### src/rtl/seq_det_pkg.sv
`default_nettype none
// ============================================================================
//  Module      : seq_det_pkg
//  Description : Shared types, constants and helpers for the runtime-
//                configurable serial sequence detector.
//  Revision    : 1.0 - initial release
// ============================================================================
package seq_det_pkg;

   // Widest pattern the configuration record can carry.
   localparam int CFG_PAT_W = 32;
   // Width of the length field in the configuration record.
   localparam int CFG_LEN_W = 6;

   // Number of bits needed to hold a length value in the range 0..max_len.
   function automatic int len_w(input int max_len);
      return $clog2(max_len + 1);
   endfunction

   // Detector configuration: pattern, active length and overlap mode.
   typedef struct packed {
      logic [CFG_PAT_W-1:0] pattern;
      logic [CFG_LEN_W-1:0] len;
      logic                 overlap;
   } cfg_t;

   // Forces a length into the legal range 1..max_len.
   function automatic int clamp_len(input int len, input int max_len);
      if (len < 1) begin
         return 1;
      end
      if (len > max_len) begin
         return max_len;
      end
      return len;
   endfunction

   // Builds the reset-time configuration from the top-level parameters.
   function automatic cfg_t make_def_cfg(input logic [CFG_PAT_W-1:0] pattern,
                                         input int                   len,
                                         input int                   max_len,
                                         input logic                 overlap);
      cfg_t c;
      c.pattern = pattern;
      c.len     = CFG_LEN_W'(clamp_len(len, max_len));
      c.overlap = overlap;
      return c;
   endfunction

endpackage : seq_det_pkg
`default_nettype wire

### src/rtl/seq_det_sat_cnt.sv
`default_nettype none
// ============================================================================
//  Module      : seq_det_sat_cnt
//  Description : Up-counter with synchronous clear that sticks at its
//                all-ones value instead of wrapping.
//  Revision    : 1.0 - initial release
// ============================================================================
module seq_det_sat_cnt #(
   parameter int WIDTH = 8
) (
   input  logic             clk,
   input  logic             rst,
   input  logic             clr,
   input  logic             inc,
   output logic [WIDTH-1:0] cnt
);

   logic [WIDTH-1:0] cnt_q;
   logic [WIDTH-1:0] cnt_d;

   // Next count: clear wins, otherwise step unless already saturated.
   always_comb begin
      cnt_d = cnt_q;
      if (clr) begin
         cnt_d = '0;
      end else if (inc && (cnt_q != {WIDTH{1'b1}})) begin
         cnt_d = cnt_q + WIDTH'(1);
      end
   end

   // Count register with synchronous reset.
   always_ff @(posedge clk) begin
      if (rst) begin
         cnt_q <= '0;
      end else begin
         cnt_q <= cnt_d;
      end
   end

   assign cnt = cnt_q;

endmodule : seq_det_sat_cnt
`default_nettype wire

### src/rtl/seq_detector_param.sv
`default_nettype none
// ============================================================================
//  Module      : seq_detector_param
//  Description : Serial bit-sequence detector with run-time loadable pattern,
//                length and overlap mode. Provides a combinational (Mealy)
//                match, a registered copy one cycle later, and a saturating
//                match counter.
//  Revision    : 1.0 - initial release
// ============================================================================
module seq_detector_param
   import seq_det_pkg::*;
#(
   parameter int                 MAX_LEN     = 8,
   parameter int                 DEF_LEN     = 4,
   parameter logic [MAX_LEN-1:0] DEF_PATTERN = MAX_LEN'(8'b0000_1011),
   parameter bit                 DEF_OVERLAP = 1'b1,
   parameter int                 CNT_W       = 8
) (
   input  logic                        clk,
   input  logic                        rst,
   input  logic                        x,
   input  logic                        x_valid,
   input  logic                        cfg_load,
   input  logic [MAX_LEN-1:0]          cfg_pattern,
   input  logic [len_w(MAX_LEN)-1:0]   cfg_len,
   input  logic                        cfg_overlap,
   output logic                        z,
   output logic                        z_q,
   output logic [CNT_W-1:0]            match_cnt
);

   localparam int LEN_W  = len_w(MAX_LEN);
   localparam int HIST_W = MAX_LEN - 1;

   // Reset-time configuration, length already clamped to 1..MAX_LEN.
   localparam cfg_t               DEF_CFG = make_def_cfg(CFG_PAT_W'(DEF_PATTERN), DEF_LEN,
                                                         MAX_LEN, DEF_OVERLAP);
   localparam logic [MAX_LEN-1:0] DEF_PAT = DEF_CFG.pattern[MAX_LEN-1:0];
   localparam logic [LEN_W-1:0]   DEF_LN  = LEN_W'(DEF_CFG.len);
   localparam logic               DEF_OVL = DEF_CFG.overlap;

   // Configuration registers.
   logic [MAX_LEN-1:0] pat_q,  pat_d;
   logic [LEN_W-1:0]   len_q,  len_d;
   logic               ovl_q,  ovl_d;

   // Detection state: previously received bits (newest in bit 0) and
   // the number of them that belong to the current hunt.
   logic [HIST_W-1:0]  hist_q, hist_d;
   logic [LEN_W-1:0]   fill_q, fill_d;

   logic               z_d;

   logic [HIST_W-1:0]  hist_shift;
   logic [MAX_LEN-1:0] window;
   logic [LEN_W-1:0]   len_clamped;
   logic               mismatch;
   logic               enough;
   logic               match;

   // History shift; a 2-bit maximum pattern only needs the current bit kept.
   generate
      if (HIST_W == 1) begin : g_hist_short
         assign hist_shift = x;
      end else begin : g_hist_long
         assign hist_shift = {hist_q[HIST_W-2:0], x};
      end
   endgenerate

   // Compare the newest len bits (history plus the live bit) with the pattern.
   always_comb begin
      window   = {hist_q, x};
      mismatch = 1'b0;
      for (int i = 0; i < MAX_LEN; i++) begin
         if (i < int'(len_q)) begin
            mismatch = mismatch | (window[i] ^ pat_q[i]);
         end
      end
      // fill >= len-1, written without the subtraction so len=1 cannot underflow.
      enough = (({1'b0, fill_q}) + (LEN_W+1)'(1)) >= {1'b0, len_q};
      match  = x_valid & ~cfg_load & ~rst & enough & ~mismatch;
   end

   assign z = match;

   // Bring an incoming length into 1..MAX_LEN before it is latched.
   always_comb begin
      len_clamped = cfg_len;
      if (cfg_len == '0) begin
         len_clamped = LEN_W'(1);
      end else if (int'(cfg_len) > MAX_LEN) begin
         len_clamped = LEN_W'(MAX_LEN);
      end
   end

   // Next-state: a load restarts the hunt; a valid bit advances it.
   always_comb begin
      pat_d  = pat_q;
      len_d  = len_q;
      ovl_d  = ovl_q;
      hist_d = hist_q;
      fill_d = fill_q;
      z_d    = match;
      if (cfg_load) begin
         pat_d  = cfg_pattern;
         len_d  = len_clamped;
         ovl_d  = cfg_overlap;
         hist_d = '0;
         fill_d = '0;
      end else if (x_valid) begin
         hist_d = hist_shift;
         if (match && !ovl_q) begin
            // Non-overlapping: the next match must be built from fresh bits.
            fill_d = '0;
         end else if (fill_q != LEN_W'(MAX_LEN)) begin
            fill_d = fill_q + LEN_W'(1);
         end
      end
   end

   // State registers with synchronous reset to the default configuration.
   always_ff @(posedge clk) begin
      if (rst) begin
         pat_q  <= DEF_PAT;
         len_q  <= DEF_LN;
         ovl_q  <= DEF_OVL;
         hist_q <= '0;
         fill_q <= '0;
         z_q    <= 1'b0;
      end else begin
         pat_q  <= pat_d;
         len_q  <= len_d;
         ovl_q  <= ovl_d;
         hist_q <= hist_d;
         fill_q <= fill_d;
         z_q    <= z_d;
      end
   end

   // Match counter, cleared whenever a new configuration is loaded.
   seq_det_sat_cnt #(
      .WIDTH (CNT_W)
   ) u_match_cnt (
      .clk (clk),
      .rst (rst),
      .clr (cfg_load),
      .inc (match),
      .cnt (match_cnt)
   );

endmodule : seq_detector_param
`default_nettype wire
### config.mk
export PLATFORM = sky130hd
export DESIGN_NAME = seq_detector_param
export DESIGN_NICKNAME = d
export VERILOG_FILES = /design/src/rtl/seq_det_pkg.sv /design/src/rtl/seq_det_sat_cnt.sv /design/src/rtl/seq_detector_param.sv
export SDC_FILE = /design/constraint.sdc
export NUM_CORES = 1
export LEC_CHECK = 0
export CAP_MARGIN = 20
export CORE_MARGIN = 3
export CORE_UTILIZATION = 45
export DETAILED_ROUTE_END_ITERATION = 10
export GPL_ROUTABILITY_DRIVEN = 0
export GPL_TIMING_DRIVEN = 0
export PLACE_DENSITY = 0.75
export RECOVER_POWER = 25
export SLEW_MARGIN = 10
export SYNTH_ARGS = -nofsm -noshare
export SYNTH_HDL_FRONTEND = slang
export SYNTH_HIERARCHICAL = 1
export SYNTH_SLANG_ARGS = --single-unit
### constraint.sdc
create_clock -name clk -period 3.8 [get_ports clk]
set_clock_uncertainty 0.05 [all_clocks]
set_input_delay 0.76 -clock clk [delete_from_list [all_inputs] [get_ports clk]]
set_output_delay 0.76 -clock clk [all_outputs]
set_load 0.005 [all_outputs]
==> out/results.tsv, run 1 <==
stage	metric	value	unit
yosys	synth_xor_area_share	6.19	%
grt	antenna_found_initial	0	
timing	grt_setup_unrepaired	false	
yosys	synth_compound_area_share	13.6	%
route	drt_iter0_drc	89	
worst_hold_path	worstHoldPathType	reg2reg	
cells_and_area	multi_input_area	981	um^2
yosys	synth.distinct_cells	40	
grt	grt_pass1_wl	5.82	mm
worst_setup_path	path_class	in2out	
yosys	synth-edff-count	0	
timing	worst_slew_pin_slew	0.626	ns
clocking	clock_tree.buffer_depth	2	
power	leakage	0.841	nW
clocking	cts.sinks	33	
timing	hold_viol	0	
route	dr.pass1.iters	4	
worst_setup_path	reg2reg_to	u_match_cnt/cnt[5]	
clocking	htree_levels	2	
run_status	status	finished clean	
power	p_comb_share	11.1	%
power	ir_drop	0.000296	V
yosys	synth-adder-area-share	5.16	%
yosys	ys.flop_type	dfxtp_1	
worst_hold_path	hold_end	u_match_cnt/cnt[1]	
power	p_sw	176	uW
worst_setup_path	crit_required	2.99	ns
route	viasPerCell	5.33	
power	p_per_area	337	mW/mm^2
clocking	postCtsSetupBuffers	0	
route	postRouteWirelength	3.47	mm
yosys	ys_seq_elements	33	
timing	period_needed	3.68	ns
clocking	cts_made_buffers	5	
timing	setup_tns	0	ns
placement	postPlaceCellArea	0.00203	mm^2
cells_and_area	diodes	0	
cells_and_area	final_cell_mix	dfxtp_1, clkdlybuf4s50_1, nor2_1	
clocking	cts_hold_buf	0	
yosys	yosys_warnings	6	
clocking	clock_latency	0.29	ns
cells_and_area	drive_above_1_share	6.88	%
floorplanning	die_area	0.00455	mm^2
power	p_sw_share	24.6	%
timing	period_share	96.7	%
worst_setup_path	cp-end-kind	output port	
worst_setup_path	r2r-start	fill_q[2]	
yosys	ys_async_sr_fraction	0	%
timing	setup_ws	0.124	ns
clocking	clk_pin_slew	0.07	ns
power	clockPowerShare	37.9	%
worst_hold_path	min_from	u_match_cnt/cnt[1]	
cells_and_area	nets	243	
yosys	synth_top_family_by_area	simple AND/OR/NAND/NOR gates	
placement	dp.cells	257	
clocking	cts.repair.resized	4	
floorplanning	ioPinCount	28	
route	drt_drc_violations_left	0	
clocking	cts_tree	done	
floorplanning	die_w	67.4	um
timing	whs	0.454	ns
yosys	synthCells	184	
cells_and_area	area_delta_synth_final	25.1	%
worst_setup_path	cp-start-kind	primary input	
yosys	avgSynthCellArea	9.23	um^2
route	vias	1407	
grt	grt_usage	17.4	%
route	antenna_left	0	
cells_and_area	layout_commonest_cell	dfxtp_1	
placement	preCtsSetupSlack	-0.426	ns
yosys	ys_seq_area_share	38.9	%
power	seqPwrFrac	51.1	%
cells_and_area	regArea	661	um^2
grt	grt_pass1_vias	1258	
timing	fmax	272	MHz
worst_setup_path	worstPathArrival	2.87	ns
placement	port_buffers	27	
floorplanning	core-area	0.00349	mm^2
worst_setup_path	worst-path-max-fanout	9	
grt	grt_overflow	0	
power	p_int	540	uW
floorplanning	std_cell_rows	21	
worst_setup_path	r2r_slack	1.05	ns
route	drt-wirelength-per-cell	13.2	um
power	p_total	716	uW
cells_and_area	fin_util	60.8	%
timing	finalSetupViolations	0	
yosys	syn_nets	209	
grt	grt_max_degree	12	
clocking	root_buffer	clkbuf_8	
yosys	synth_simple_gate_area_share	21.5	%
cells_and_area	nFillCells	324	
yosys	syn-cell-area	0.00170	mm^2
yosys	synth.area.mux_share	10.6	%
worst_setup_path	rr_worst_depth	10	
timing	relSlewSlack	57.7	%
worst_hold_path	hold_path_depth	2	
floorplanning	initial_core_util	48.6	%
flow_run	maxCapViolations	0	
timing	drv_slew	0	
placement	dp_hpwl	2.55	mm
cells_and_area	finalInstanceArea	0.00212	mm^2
cells_and_area	fin_cells	264	
floorplanning	die_h	67.4	um
## power by group through the flow
stage	Combinational [mW]	Clock [mW]	Sequential, mW
3_5_place_dp	0.0792	0	0.374
2_1_floorplan	0.0487	0	0.371
3_3_place_gp	0.0780	0	0.373
4_1_cts	0.0805	0.276	0.366
5_1_grt	0.0891	0.293	0.367
6_report	0.0793	0.271	0.366
## critical path, stage by stage
cell	delay (ns)
dlygate4sd2_1	0.33
buf_6	0.18
or2_4	0.26
or4_4	0.56
nor3_4	0.22
clkdlybuf4s50_1	0.55
## cells in the mapped netlist, types with 2 or more instances
| master | count | share of area, % |
|---|---|---|
| a211oi_1 | 2 | 0.88 |
| nor3_1 | 7 | 2.1 |
| nand2b_1 | 3 | 1.1 |
| and4_1 | 2 | 1.0 |
| nand3_1 | 3 | 0.88 |
| nand4_1 | 3 | 1.1 |
| nor2_1 | 20 | 4.4 |
| a211o_1 | 5 | 2.6 |
| clkbuf_1 | 5 | 1.1 |
| a21boi_1 | 2 | 0.88 |
| a31oi_1 | 2 | 0.74 |
| a21oi_1 | 7 | 2.1 |
| mux2i_1 | 18 | 11 |
| inv_1 | 8 | 1.8 |
| nor4_1 | 2 | 0.74 |
| o22ai_1 | 2 | 0.74 |
| or3_1 | 3 | 1.1 |
| ha_1 | 7 | 5.2 |
| nor2b_1 | 4 | 1.5 |
| nand2_1 | 10 | 2.2 |
| dfxtp_1 | 33 | 39 |
| xnor2_1 | 7 | 3.6 |
| and3_1 | 3 | 1.1 |
| o21ai_0 | 6 | 1.8 |
| xor2_1 | 5 | 2.6 |
## sequential cells by signal, indices dropped and copies added (netlist names)
| name | flops |
|---|---|
| ovl_q | 1 |
| u_match_cnt/cnt | 8 |
| hist_q | 7 |
| z_q | 1 |
| fill_q | 4 |
| pat_q | 8 |
| len_q | 4 |
## worst max-delay path by stage
stage          depth (start not counted)  slack, ns                  to  startpoint
6_report                               6       0.12                   z    cfg_load
2_1_floorplan                          7       0.84  u_match_cnt/cnt[5]    cfg_load
3_3_place_gp                           6      -0.44                   z    cfg_load
5_1_grt                                6       0.01                   z    cfg_load
3_5_place_dp                           6      -0.43                   z    cfg_load
4_1_cts                                6       0.10                   z    cfg_load
## routing by layer
layer  global-route usage [%]  share of wire (%)
met1                     23.3                 48
met2                     25.9                 46
met3                     4.83                4.7
met4                     7.85                1.4
met5                        0                  0
## logic make-up (layout without fill, tap and decap cells)
group           count (synthesis)  after routing
compound gates                 32             32
xor+xnor                       12             12
fa+ha+maj                       7              7
buf+inv                        15             49
flops                          33             33
mux                            18             18
simple gates                   67             67
## layout make-up
class | instances | area share (%)
Sequential cell | 33 | 31.1
Buffer | 7 | 1.77
Timing Repair Buffer | 27 | 12.6
Multi-Input combinational cell | 136 | 46.2
Clock buffer | 6 | 3.89
Clock inverter | 1 | 0.353
Inverter | 8 | 1.41
Tap cell | 46 | 2.71
(Power assumes the default switching activity.)
==> run 2, diff against run 1 <==
- ABC_AREA: unset -> 1
- CTS_BUF_LIST: unset -> sky130_fd_sc_hd__clkbuf_8 sky130_fd_sc_hd__clkbuf_16
- PLACE_DENSITY: 0.75 -> 0.74
- SLEW_MARGIN: 10 -> unset
==> out/results.tsv, run 2 <==
stage	metric	value	unit	change
run_status	status	finished clean		
timing	fmax	279	MHz	+2.7%
yosys	ys_async_sr_fraction	0	%	unchanged
power	leakage	0.976	nW	+16%
route	routed-wl-met3	251	um	+54%
route	viasPerCell	4.98		-6.6%
yosys	synthCells	266		+45%
worst_setup_path	worstPathArrival	2.77	ns	-0.10 ns
cells_and_area	drive_above_1_share	9.97	%	+3.1 points
yosys	avgSynthCellArea	6.90	um^2	-25%
timing	hold_viol	0		unchanged
power	p_per_area	323	mW/mm^2	-4.0%
cells_and_area	nets	325		+34%
clocking	cts_tree	done		
worst_hold_path	hold_path_depth	2		unchanged
yosys	yosysMostFrequentCell	nand2_1		
grt	grt_pass1_wl	6.88	mm	+18%
grt	grt_overflow	0		unchanged
grt	antenna_found_initial	0		unchanged
worst_setup_path	r2r-start	fill_q[0]		
yosys	syn-cell-area	0.00184	mm^2	+8.1%
route	dr_wl_met2	1.76	mm	+9.1%
worst_setup_path	worst-path-max-fanout	10		+1
route	drt_drc_violations_left	0		unchanged
yosys	yosysTopAreaCellShare	36.0	%	-2.9 points
timing	setup_tns	0	ns	unchanged
clocking	clk_pin_slew	0.07	ns	about the same
clocking	root_buffer	clkbuf_8		
clocking	clock_latency	0.29	ns	about the same
worst_setup_path	path_class	in2out		
cells_and_area	layout_commonest_cell	nand2_1		
worst_setup_path	rr_worst_depth	12		+2
route	dr.pass1.iters	5		+1
worst_hold_path	hold_end	pat_q[2]		
route	vias	1737		+23%
timing	relSlewSlack	63.2	%	+5.5 points
worst_hold_path	min_from	pat_q[2]		
yosys	yosysTopAreaCell	dfxtp_1		
timing	period_share	94.2	%	-2.6 points
worst_setup_path	reg2reg_to	u_match_cnt/cnt[7]		
worst_setup_path	r2r_slack	1.30	ns	+0.25 ns
worst_setup_path	cp-end-kind	output port		
clocking	cts_hold_buf	0		unchanged
yosys	yosys_warnings	6		unchanged
floorplanning	core-area	0.00380	mm^2	+8.7%
yosys	ys_seq_elements	33		unchanged
placement	preCtsSetupSlack	0.310	ns	+0.736 ns
timing	finalSetupViolations	0		unchanged
placement	port_buffers	27		unchanged
grt	grt_usage	17.3	%	-0.078 points
route	top_layer	met4		
clocking	cts_made_buffers	5		unchanged
timing	grt_setup_unrepaired	false		
yosys	synthTopCellsByArea	dfxtp_1, nand2_1, inv_1		
floorplanning	std_cell_rows	22		+4.8%
yosys	synth.distinct_cells	27		-33%
route	antenna_left	0		unchanged
power	p_total	727	uW	+1.6%
route	drt-wirelength-per-cell	11.3	um	-14%
cells_and_area	diodes	0		unchanged
worst_setup_path	crit_required	2.99	ns	about the same
timing	whs	0.430	ns	-0.0247 ns
grt	grt_pass1_vias	1564		+24%
placement	dp.cells	341		+33%
floorplanning	initial_core_util	48.3	%	-0.27 points
power	ir_drop	0.000251	V	-15%
timing	worst_slew_pin_slew	0.550	ns	-0.0759 ns
yosys	ys_seq_area_share	36.0	%	-2.9 points
route	drt_iter0_drc	114		+28%
yosys	synth-edff-count	0		unchanged
cells_and_area	final_cell_mix	nand2_1, inv_1, dfxtp_1		
timing	period_needed	3.58	ns	-0.0978 ns
timing	setup_ws	0.222	ns	+0.0978 ns
floorplanning	die_w	69.9	um	+3.6%
route	postRouteWirelength	3.95	mm	+14%
grt	grt_max_degree	11		-1
yosys	syn_nets	291		+39%
floorplanning	ioPinCount	28		unchanged
clocking	htree_levels	2		unchanged
timing	drv_slew	0		unchanged
route	wl_met1	1.89	mm	+15%
yosys	ys.flop_type	dfxtp_1		
cells_and_area	fin_cells	349		+32%
floorplanning	die_area	0.00488	mm^2	+7.4%
flow_run	maxCapViolations	0		unchanged
clocking	cts.sinks	33		unchanged
clocking	clock_tree.buffer_depth	2		unchanged
placement	dp_hpwl	2.99	mm	+17%
clocking	postCtsSetupBuffers	0		unchanged
yosys	synth_common_cells	nand2_1, dfxtp_1, inv_1		
worst_hold_path	worstHoldPathType	reg2reg		
floorplanning	die_h	69.9	um	+3.6%
worst_setup_path	cp-start-kind	primary input		
clocking	cts.repair.resized	0		-4
cells_and_area	area_delta_synth_final	22.5	%	
==> run 2: cell types whose count changed after synthesis, moves of 14 or more <==
cell / before / now
a21oi_1: 7 / 21
inv_1: 8 / 32
mux2i_1: 18 / 0
nand2_1: 10 / 68
nand3_1: 3 / 22
==> run 2: through the flow <==
stage          instance area, um^2  util, %
2_1_floorplan                 1840        -
3_3_place_gp                  2170     57.0
3_5_place_dp                  2170     57.0
4_1_cts                       2250     59.2
5_1_grt                       2250     59.2
6_report                      2250     59.2
==> run 2: power breakdown <==
group | switching [mW] | internal [mW]
registers | 0.00972 | 0.359
clock network | 0.132 | 0.124
logic | 0.0572 | 0.0460
total | 0.199 | 0.529
==> run 2: worst max-delay path, cell delays in order <==
cell	delay [ns]
dlygate4sd3_1	0.57
buf_6	0.16
clkinvlp_2	0.14
nand2_4	0.10
nor2_4	0.09
nand2_2	0.07
nor2_4	0.14
and3_2	0.24
clkdlybuf4s50_1	0.50
==> run 2: area by class of cell <==
cell class | count | area (um^2)
fillers | 384 | 1550
multi-input cells | 191 | 1000
flip-flops and latches | 33 | 661
repair buffers | 27 | 270
inverters | 37 | 140
clock buffers | 5 | 68.8
well taps | 48 | 60.1
plain buffers | 5 | 33.8
clock inverters | 3 | 13.8
==> run 2: logic make-up (layout without fill, tap and decap cells) <==
group / Yosys count / in the layout / share of synthesized area (%)
adders and majority gates: 7 / 7 / 4.77
buffers and inverters: 42 / 77 / 9.47
AOI/OAI and AO/OA: 41 / 41 / 11.8
DFF: 33 / 33 / 36.0
and+or+nand+nor: 139 / 139 / 36.1
xor gates and xnor gates: 4 / 4 / 1.91
==> run 2: worst max path at each step <==
stage                     slack [ns]  to       from  cells after the start
after floorplan                 1.43   z  fill_q[0]                      8
after global placement          0.30   z        rst                      8
after detailed placement        0.31   z        rst                      8
after CTS                       0.29   z        rst                      8
after global routing            0.13   z   cfg_load                      9
final                           0.22   z   cfg_load                      9
==> run 2: routing by layer <==
metal | GRT usage (%) | up-vias
li1 | - | 914
met4 | 5.11 | 0
met5 | 0 | -
met3 | 4.89 | 7
met2 | 28.4 | 52
met1 | 22.1 | 764
==> run 3, diff against run 2 <==
- CORE_MARGIN: 3 -> unset
==> out/results.tsv, run 3 (synthesis results as in run 2) <==
stage	metric	value	unit	change
clocking	clock_tree.buffer_depth	2		unchanged
cells_and_area	diodes	0		unchanged
clocking	cts_tree	done		
grt	grt_overflow	0		unchanged
placement	port_buffers	27		unchanged
floorplanning	die_w	65.9	um	-5.7%
placement	preCtsSetupSlack	0.293	ns	-0.0163 ns
grt	grt_max_degree	12		+1
grt	grt_usage	20.6	%	+3.3 points
floorplanning	die_area	0.00434	mm^2	-11%
clocking	clk_pin_slew	0.07	ns	about the same
cells_and_area	multi_input_area	0.00100	mm^2	unchanged
worst_setup_path	cp-end-kind	output port		
timing	setup_tns	0	ns	unchanged
cells_and_area	final_cell_mix	nand2_1, dfxtp_1, inv_1		
power	ir_drop	0.000227	V	-9.4%
timing	setup_ws	0.214	ns	-0.00856 ns
route	viasPerCell	4.95		-0.63%
cells_and_area	nets	325		unchanged
cells_and_area	fin_util	59.3	%	+0.099 points
route	drt-wirelength-per-cell	11.0	um	-2.4%
timing	grt_setup_unrepaired	false		
cells_and_area	regArea	661	um^2	unchanged
cells_and_area	drive_above_1_share	10.3	%	+0.33 points
clocking	htree_levels	2		unchanged
route	drt_drc_violations_left	0		unchanged
worst_setup_path	cp_common_cell	nor2_4		
clocking	postCtsSetupBuffers	0		unchanged
floorplanning	die_h	65.9	um	-5.7%
timing	worst_slew_pin_slew	0.545	ns	-0.00412 ns
worst_setup_path	slowest_stage	dlygate4sd3_1		
worst_setup_path	crit_chain	dlygate4sd3_1 -> buf_6 -> clkinvlp_2 -> nand2_4 -> nor2_4 -> nand2_2 -> nor2_4 -> and3_2 -> clkdlybuf4s50_1		
power	p_per_area	322	mW/mm^2	-0.50%
timing	period_share	94.4	%	+0.23 points
floorplanning	initial_core_util	48.3	%	unchanged
worst_setup_path	cp-start-kind	primary input		
worst_setup_path	critical_path.max_stage_delay	0.56	ns	about the same
route	dr.pass1.iters	4		-1
worst_setup_path	setup.worst_path.start	cfg_load		
worst_setup_path	crit_required	2.99	ns	about the same
worst_setup_path	r2r-start	fill_q[0]		
clocking	cts.sinks	33		unchanged
grt	grt_pass1_wl	6.87	mm	-0.10%
run_status	status	finished clean		
route	antenna_left	0		unchanged
floorplanning	std_cell_rows	22		unchanged
route	drt_iter0_drc	104		-8.8%
worst_setup_path	path_class	in2out		
route	postRouteWirelength	3.86	mm	-2.4%
worst_setup_path	worstPathArrival	2.78	ns	about the same
flow_run	maxCapViolations	0		unchanged
floorplanning	ioPinCount	28		unchanged
floorplanning	core-area	0.00380	mm^2	unchanged
power	p_total	725	uW	-0.33%
worst_hold_path	worstHoldPathType	reg2reg		
cells_and_area	layout_commonest_cell	nand2_1		
grt	grt_pass1_vias	1602		+2.4%
grt	antenna_found_initial	0		unchanged
cells_and_area	area_delta_synth_final	22.7	%	
clocking	cts_made_buffers	5		unchanged
clocking	root_buffer	clkbuf_8		
timing	drv_slew	0		unchanged
power	leakage	0.974	nW	-0.19%
timing	relSlewSlack	63.5	%	+0.28 points
clocking	clock_latency	0.28	ns	about the same
timing	hold_viol	0		unchanged
cells_and_area	nFillCells	374		-2.6%
route	vias	1726		-0.63%
placement	dp_hpwl	2.93	mm	-2.0%
timing	finalSetupViolations	0		unchanged
worst_hold_path	min_from	pat_q[2]		
clocking	cts_hold_buf	0		unchanged
timing	period_needed	3.59	ns	+0.00856 ns
timing	fmax	279	MHz	-0.24%
worst_setup_path	worst-path-max-fanout	10		unchanged
clocking	cts.repair.resized	0		unchanged
## run 3: cell types whose count changed in the layout (fill, tap and decap cells not counted), sizes merged
cell	delta
clkinvlp	+1
inv	-1
## run 3: cell type report
type / count / share of cell area (%)
plain buffers: 5 / 1.50
clock buffers: 5 / 3.06
clock inverters: 3 / 0.778
inverters: 37 / 6.22
multi-input cells: 191 / 44.4
flip-flops and latches: 33 / 29.3
well taps: 48 / 2.67
repair buffers: 27 / 12.0
## run 3: worst paths after layout
kind,to,slack (ns),depth (start not counted)
min,pat_q[2],0.43,2
min reg2reg,pat_q[2],0.43,2
max,z,0.21,9
max reg2reg,u_match_cnt/cnt[5],1.33,12
## run 3: where the power goes
group,internal (mW),switching [mW]
Sequential,0.359,0.00939
Clock,0.126,0.127
Combinational,0.0460,0.0577
## run 3: routing by layer
metal,global-route usage [%],vias up,wire length (um)
met5,0,-,0
met4,7.34,0,65
met3,5.34,8,211
met2,33.5,48,1700
met1,26.0,751,1880
li1,-,919,-
## run 3: through the flow
| stage | hold slack [ns] | std cells | cell area (um^2) |
|---|---|---|---|
| global placement | 0.414 | 341 | 2170 |
| CTS | 0.424 | 349 | 2250 |
| floorplan | 0.397 | 266 | 1840 |
| finish | 0.425 | 349 | 2250 |
| detailed placement | 0.413 | 341 | 2170 |
| global route | 0.460 | 349 | 2250 |
## run 3: critical path: cells and delay by family
family                 cells  cell delay (ns)
buffers and inverters      4             1.37
AND/OR/NAND/NOR            5             0.65
